## src/rtl/regread_arbiter4_pkg.sv

```systemverilog
// Shared types and helpers for the four-way register-file read arbiter.
// Index/one-hot conversions are shared by the picker and the top-level decode.
package regread_arbiter4_pkg;

  localparam int NREQ   = 4;
  localparam int ADDR_W = 5;
  localparam int IDX_W  = 2;

  typedef enum logic [IDX_W-1:0] {
    REQ_FETCH  = 2'd0,
    REQ_DECODE = 2'd1,
    REQ_ALU_A  = 2'd2,
    REQ_ALU_B  = 2'd3
  } req_id_e;

  function automatic logic [NREQ-1:0] idx2onehot(input logic [IDX_W-1:0] idx);
    logic [NREQ-1:0] oh;
    oh      = '0;
    oh[idx] = 1'b1;
    return oh;
  endfunction

  function automatic logic [IDX_W-1:0] onehot2idx(input logic [NREQ-1:0] oh);
    logic [IDX_W-1:0] idx;
    idx = '0;
    for (int i = 0; i < NREQ; i++) begin
      if (oh[i]) idx = idx | IDX_W'(i);
    end
    return idx;
  endfunction

endpackage

```

## src/rtl/regread_arbiter4_rr_pick4.sv

```systemverilog
// Combinational round-robin picker: rotate the eligible vector so the pointer
// slot sits at bit 0, take the lowest set bit, then rotate the result back.
module rr_pick4
  import regread_arbiter4_pkg::*;
(
  input  logic [NREQ-1:0]  e,
  input  logic [IDX_W-1:0] ptr,
  output logic [NREQ-1:0]  win_oh,
  output req_id_e          win_idx,
  output logic             valid
);

  logic [2*NREQ-1:0] dbl;
  logic [NREQ-1:0]   rot;
  logic [NREQ-1:0]   rot_oh;
  logic [IDX_W-1:0]  idx;

  always_comb begin
    dbl     = {e, e};
    rot     = dbl[ptr +: NREQ];
    rot_oh  = rot & (~rot + NREQ'(1));
    // Index arithmetic wraps naturally in IDX_W bits, undoing the rotation.
    idx     = onehot2idx(rot_oh) + ptr;
    valid   = |e;
    win_idx = req_id_e'(idx);
    win_oh  = valid ? idx2onehot(idx) : '0;
  end

endmodule

```

## src/rtl/regread_arbiter4.sv

```systemverilog
// Round-robin arbiter sharing one register-file read port among four requesters.
// Grant edge drives the mux select; the following edge captures data and acks.
module regread_arbiter4
  import regread_arbiter4_pkg::*;
#(
  parameter int N = 8
) (
  input  logic              clk,
  input  logic              rst,
  input  logic [NREQ-1:0]   req,
  input  logic [ADDR_W-1:0] a0,
  input  logic [ADDR_W-1:0] a1,
  input  logic [ADDR_W-1:0] a2,
  input  logic [ADDR_W-1:0] a3,
  input  logic              stall,
  output logic [ADDR_W-1:0] s,
  input  logic [N-1:0]      rd,
  output logic [NREQ-1:0]   gnt,
  output logic [NREQ-1:0]   ack,
  output logic [N-1:0]      dout,
  output logic              busy
);

  logic [IDX_W-1:0]  ptr;
  logic [NREQ-1:0]   pend;
  logic [NREQ-1:0]   elig;
  logic [NREQ-1:0]   win_oh;
  req_id_e           win_idx;
  logic [IDX_W-1:0]  win_num;
  logic              win_valid;
  logic [ADDR_W-1:0] win_addr;

  assign elig    = req & ~pend & {NREQ{~stall}};
  assign win_num = win_idx;

  rr_pick4 u_pick (
    .e       (elig),
    .ptr     (ptr),
    .win_oh  (win_oh),
    .win_idx (win_idx),
    .valid   (win_valid)
  );

  always_comb begin
    win_addr = a0;
    case (win_idx)
      REQ_FETCH:  win_addr = a0;
      REQ_DECODE: win_addr = a1;
      REQ_ALU_A:  win_addr = a2;
      REQ_ALU_B:  win_addr = a3;
      default:    win_addr = a0;
    endcase
  end

  // Pending stays set from the grant edge through the ACK cycle so a held
  // request cannot be granted a second time for the same read.
  always_ff @(posedge clk) begin
    if (rst) begin
      ptr  <= '0;
      pend <= '0;
      gnt  <= '0;
      s    <= '0;
      ack  <= '0;
      dout <= '0;
    end else begin
      gnt  <= win_oh;
      ack  <= gnt;
      pend <= (pend & ~ack) | win_oh;
      if (win_valid) begin
        s   <= win_addr;
        ptr <= win_num + IDX_W'(1);
      end
      if (|gnt) dout <= rd;
    end
  end

  assign busy = (|gnt) | (|ack);

endmodule

```

## config.mk

```make
export PLATFORM = sky130hd
export DESIGN_NAME = regread_arbiter4
export DESIGN_NICKNAME = d
export VERILOG_FILES = /design/src/rtl/regread_arbiter4_pkg.sv /design/src/rtl/regread_arbiter4_rr_pick4.sv /design/src/rtl/regread_arbiter4.sv
export SDC_FILE = /design/constraint.sdc
export NUM_CORES = 1
export LEC_CHECK = 0
export CAP_MARGIN = 20
export CORE_MARGIN = 4
export CORE_UTILIZATION = 45
export DETAILED_ROUTE_END_ITERATION = 16
export DONT_BUFFER_PORTS = 1
export GPL_ROUTABILITY_DRIVEN = 0
export GPL_TIMING_DRIVEN = 0
export SYNTH_ARGS = -nofsm -noshare
export SYNTH_HDL_FRONTEND = slang
export SYNTH_HIERARCHICAL = 1
export SYNTH_SLANG_ARGS = --single-unit
```

## constraint.sdc

```tcl
create_clock -name clk -period 9.2 [get_ports clk]
set_input_delay 0.92 -clock clk [delete_from_list [all_inputs] [get_ports clk]]
set_output_delay 0.92 -clock clk [all_outputs]
set_load 0.02 [all_outputs]
```

==> flow_summary.ini <==
[sta]
slew_headroom_pct = 42.5
period_minus_slack_ps = 3680
hold_viol = 0
setup_violations = 0
fmax_mhz = 271
rsz0062_at_grt = no
fin_skew_ps = 3.91
finalCritPeriodShare_pct = 40.0
maxSlewViolCount = 0
fin_tns_setup_ps = 0
worst_slew_pin_slew_ps = 861

[worst_setup_path]
critPathMaxStageDelay_ps = 680
crit_path_end_kind = flip-flop
reg2reg_slack_ps = 5760
cp_cell_sequence = nor3b_1 -> inv_1 -> o21ai_0 -> a21oi_1 -> o31a_1 -> ha_1 -> xnor2_1 -> xnor2_1 -> inv_1 -> ha_1 -> nor2b_1 -> and3_1 -> nor3_1
slowest_stage = nor3b_1
critPathKind = in2reg
cp_data_arrival_time_ps = 3880
startpoint_type = primary input
crit_path_max_fanout = 6
required_ps = 9400

[floorplanning]
core-area_um2 = 2850
die_w_um = 63.4
start_util_pct = 48.4
dieArea_um2 = 4020
ios = 57
die_h_um = 63.4
rows = 19

[run]
max_cap_viol_count = 0

[global_routing]
top_usage_layer = met2
met2_usage_pct = 23.1
grt_max_degree = 15
grt_overflow = 0
grt_usage_pct = 13.5
grt_first_pass_wirelength_um = 4540
antenna_found_initial = 0
grt_pass1_vias = 1025
grtUsageMet3_pct = 5.33
grt_util_met1_pct = 16.5

[power]
ir_worst_vdd_mv = 0.189
power_density_nw_per_um2 = 444
leakage_nw = 0.561

[final_layout]
syn_to_final_growth_pct = 4.71
final_nets = 208
fin_util_pct = 50.7
n_fill_cell = 290
final_common_cell = nand2_1
n_antenna_cell = 0
drive_gt1_share_pct = 6.59
layout_common_cells = nand2_1 (29), dfxtp_1 (27), a21oi_1 (13)

[outcome]
outcome = finished clean

[clock_network]
numCtsBuffers = 3
root_buffer = clkbuf_4
hold_buffers = 0
htreeDepth = 1
clkLatencyLatePin_ps = 310
post_cts_resized = 0
clock_path_buffers = 2
cts_setup_buffers = 0
numClockSinks = 27
cts_tree = yes
cts.clk_slew.worst_paths_ps = 130

[logic_synthesis]
ys_ff_latch = 27
yosysUniqueCellTypes = 32
synth_area_um2 = 1380
ys.warnings.count = 6
synth_nets = 203
synth-seq-area-share_pct = 39.2
synth_cells = 163
syn_avg_cell_area_um2 = 8.47

[routing]
wirelength_um = 2770
drt_iter0_markers = 24
viasPerCell = 5.51
num_vias = 1090
drtPass1Iterations = 4
drtAntennaViolNets = 0
drc = 0
route.detailed.wl_per_inst_um = 14.0

[placement]
portBuffers = 0
dp_hpwl_um = 2290

[min_path]
hold_class = reg2reg
## final cells by class
class / instances / area (um2) / share of cell area [%]
tap: 31 / 38.8 / 2.68
sequential: 27 / 541 / 37.4
multi-input combinational: 120 / 763 / 52.8
clock buffer: 4 / 26.3 / 1.82
buffer: 7 / 42.5 / 2.94
inverter: 9 / 33.8 / 2.34
## layer usage
layer	vias up	routed length, um
met4	0	0
met2	42	1270
li1	565	-
met5	-	0
met3	0	258
met1	483	1240
## synth_stat cells, drive strengths merged
cell type | n | area, um2
mux2i | 6 | 60.1
dfxtp | 27 | 541
a2bb2oi | 1 | 8.76
xor2 | 1 | 8.76
nor2 | 10 | 37.5
o21ai | 6 | 30.0
nor2b | 10 | 62.6
nor4 | 3 | 33.8
o31a | 1 | 8.76
mux2 | 1 | 15.0
and3 | 5 | 31.3
o22ai | 1 | 20.0
nand3b | 5 | 37.5
nand2 | 29 | 109
nor3 | 5 | 25.0
ha | 5 | 62.6
and2b | 1 | 7.51
a21oi | 13 | 65.1
or2 | 1 | 6.26
a32oi | 1 | 16.3
buf | 3 | 27.5
inv | 9 | 33.8
a211oi | 1 | 7.51
nor3b | 4 | 30.0
xnor2 | 2 | 17.5
o211ai | 1 | 7.51
nand2b | 1 | 6.26
or4 | 1 | 11.3
a22oi | 5 | 37.5
clkbuf | 4 | 15.0
## logic make-up after synthesis
group / after synthesis / synth area share (%)
compound gates: 30 / 14.6
xor+xnor: 3 / 1.90
fa+ha+maj: 5 / 4.53
buf+inv: 16 / 5.53
flops: 27 / 39.2
mux: 7 / 5.44
simple gates: 75 / 28.8
## report_power, final
group	switching (mW)	internal [mW]
sequential	0.0844	0.167
clock	0.0310	0.0169
combinational	0.188	0.154
## worst paths after layout
path                 from  endpoint  cells after the start
hold / removal    pend[2]   pend[2]                      2
setup / recovery   req[0]      s[0]                     13
setup reg to reg  pend[0]      s[0]                     13
hold reg to reg   pend[2]   pend[2]                      2
## stage by stage
step	setup slack [ps]	cells	instance area, um2	hold slack, ps	power (mW)
after floorplan	5610	163	1380	455	0.533
after global placement	5270	194	1420	482	0.589
after detailed placement	5160	194	1420	483	0.601
after CTS	5500	198	1450	514	0.650
after global routing	5250	198	1450	555	0.706
final	5520	198	1450	510	0.641
## critical path, delay by kind of cell
| family | cells | cell delay (ps) |
|---|---|---|
| xor gates and xnor gates | 2 | 490 |
| adders and majority gates | 2 | 480 |
| and+or+nand+nor | 4 | 1200 |
| buffers and inverters | 2 | 230 |
| AOI/OAI and AO/OA | 3 | 560 |
## state kept, by name, summed over array words and instances (netlist names)
signal	count
dout	8
s	5
ack	4
gnt	4
pend	4
ptr	2
No activity file was read; power rests on OpenSTA's default activity.
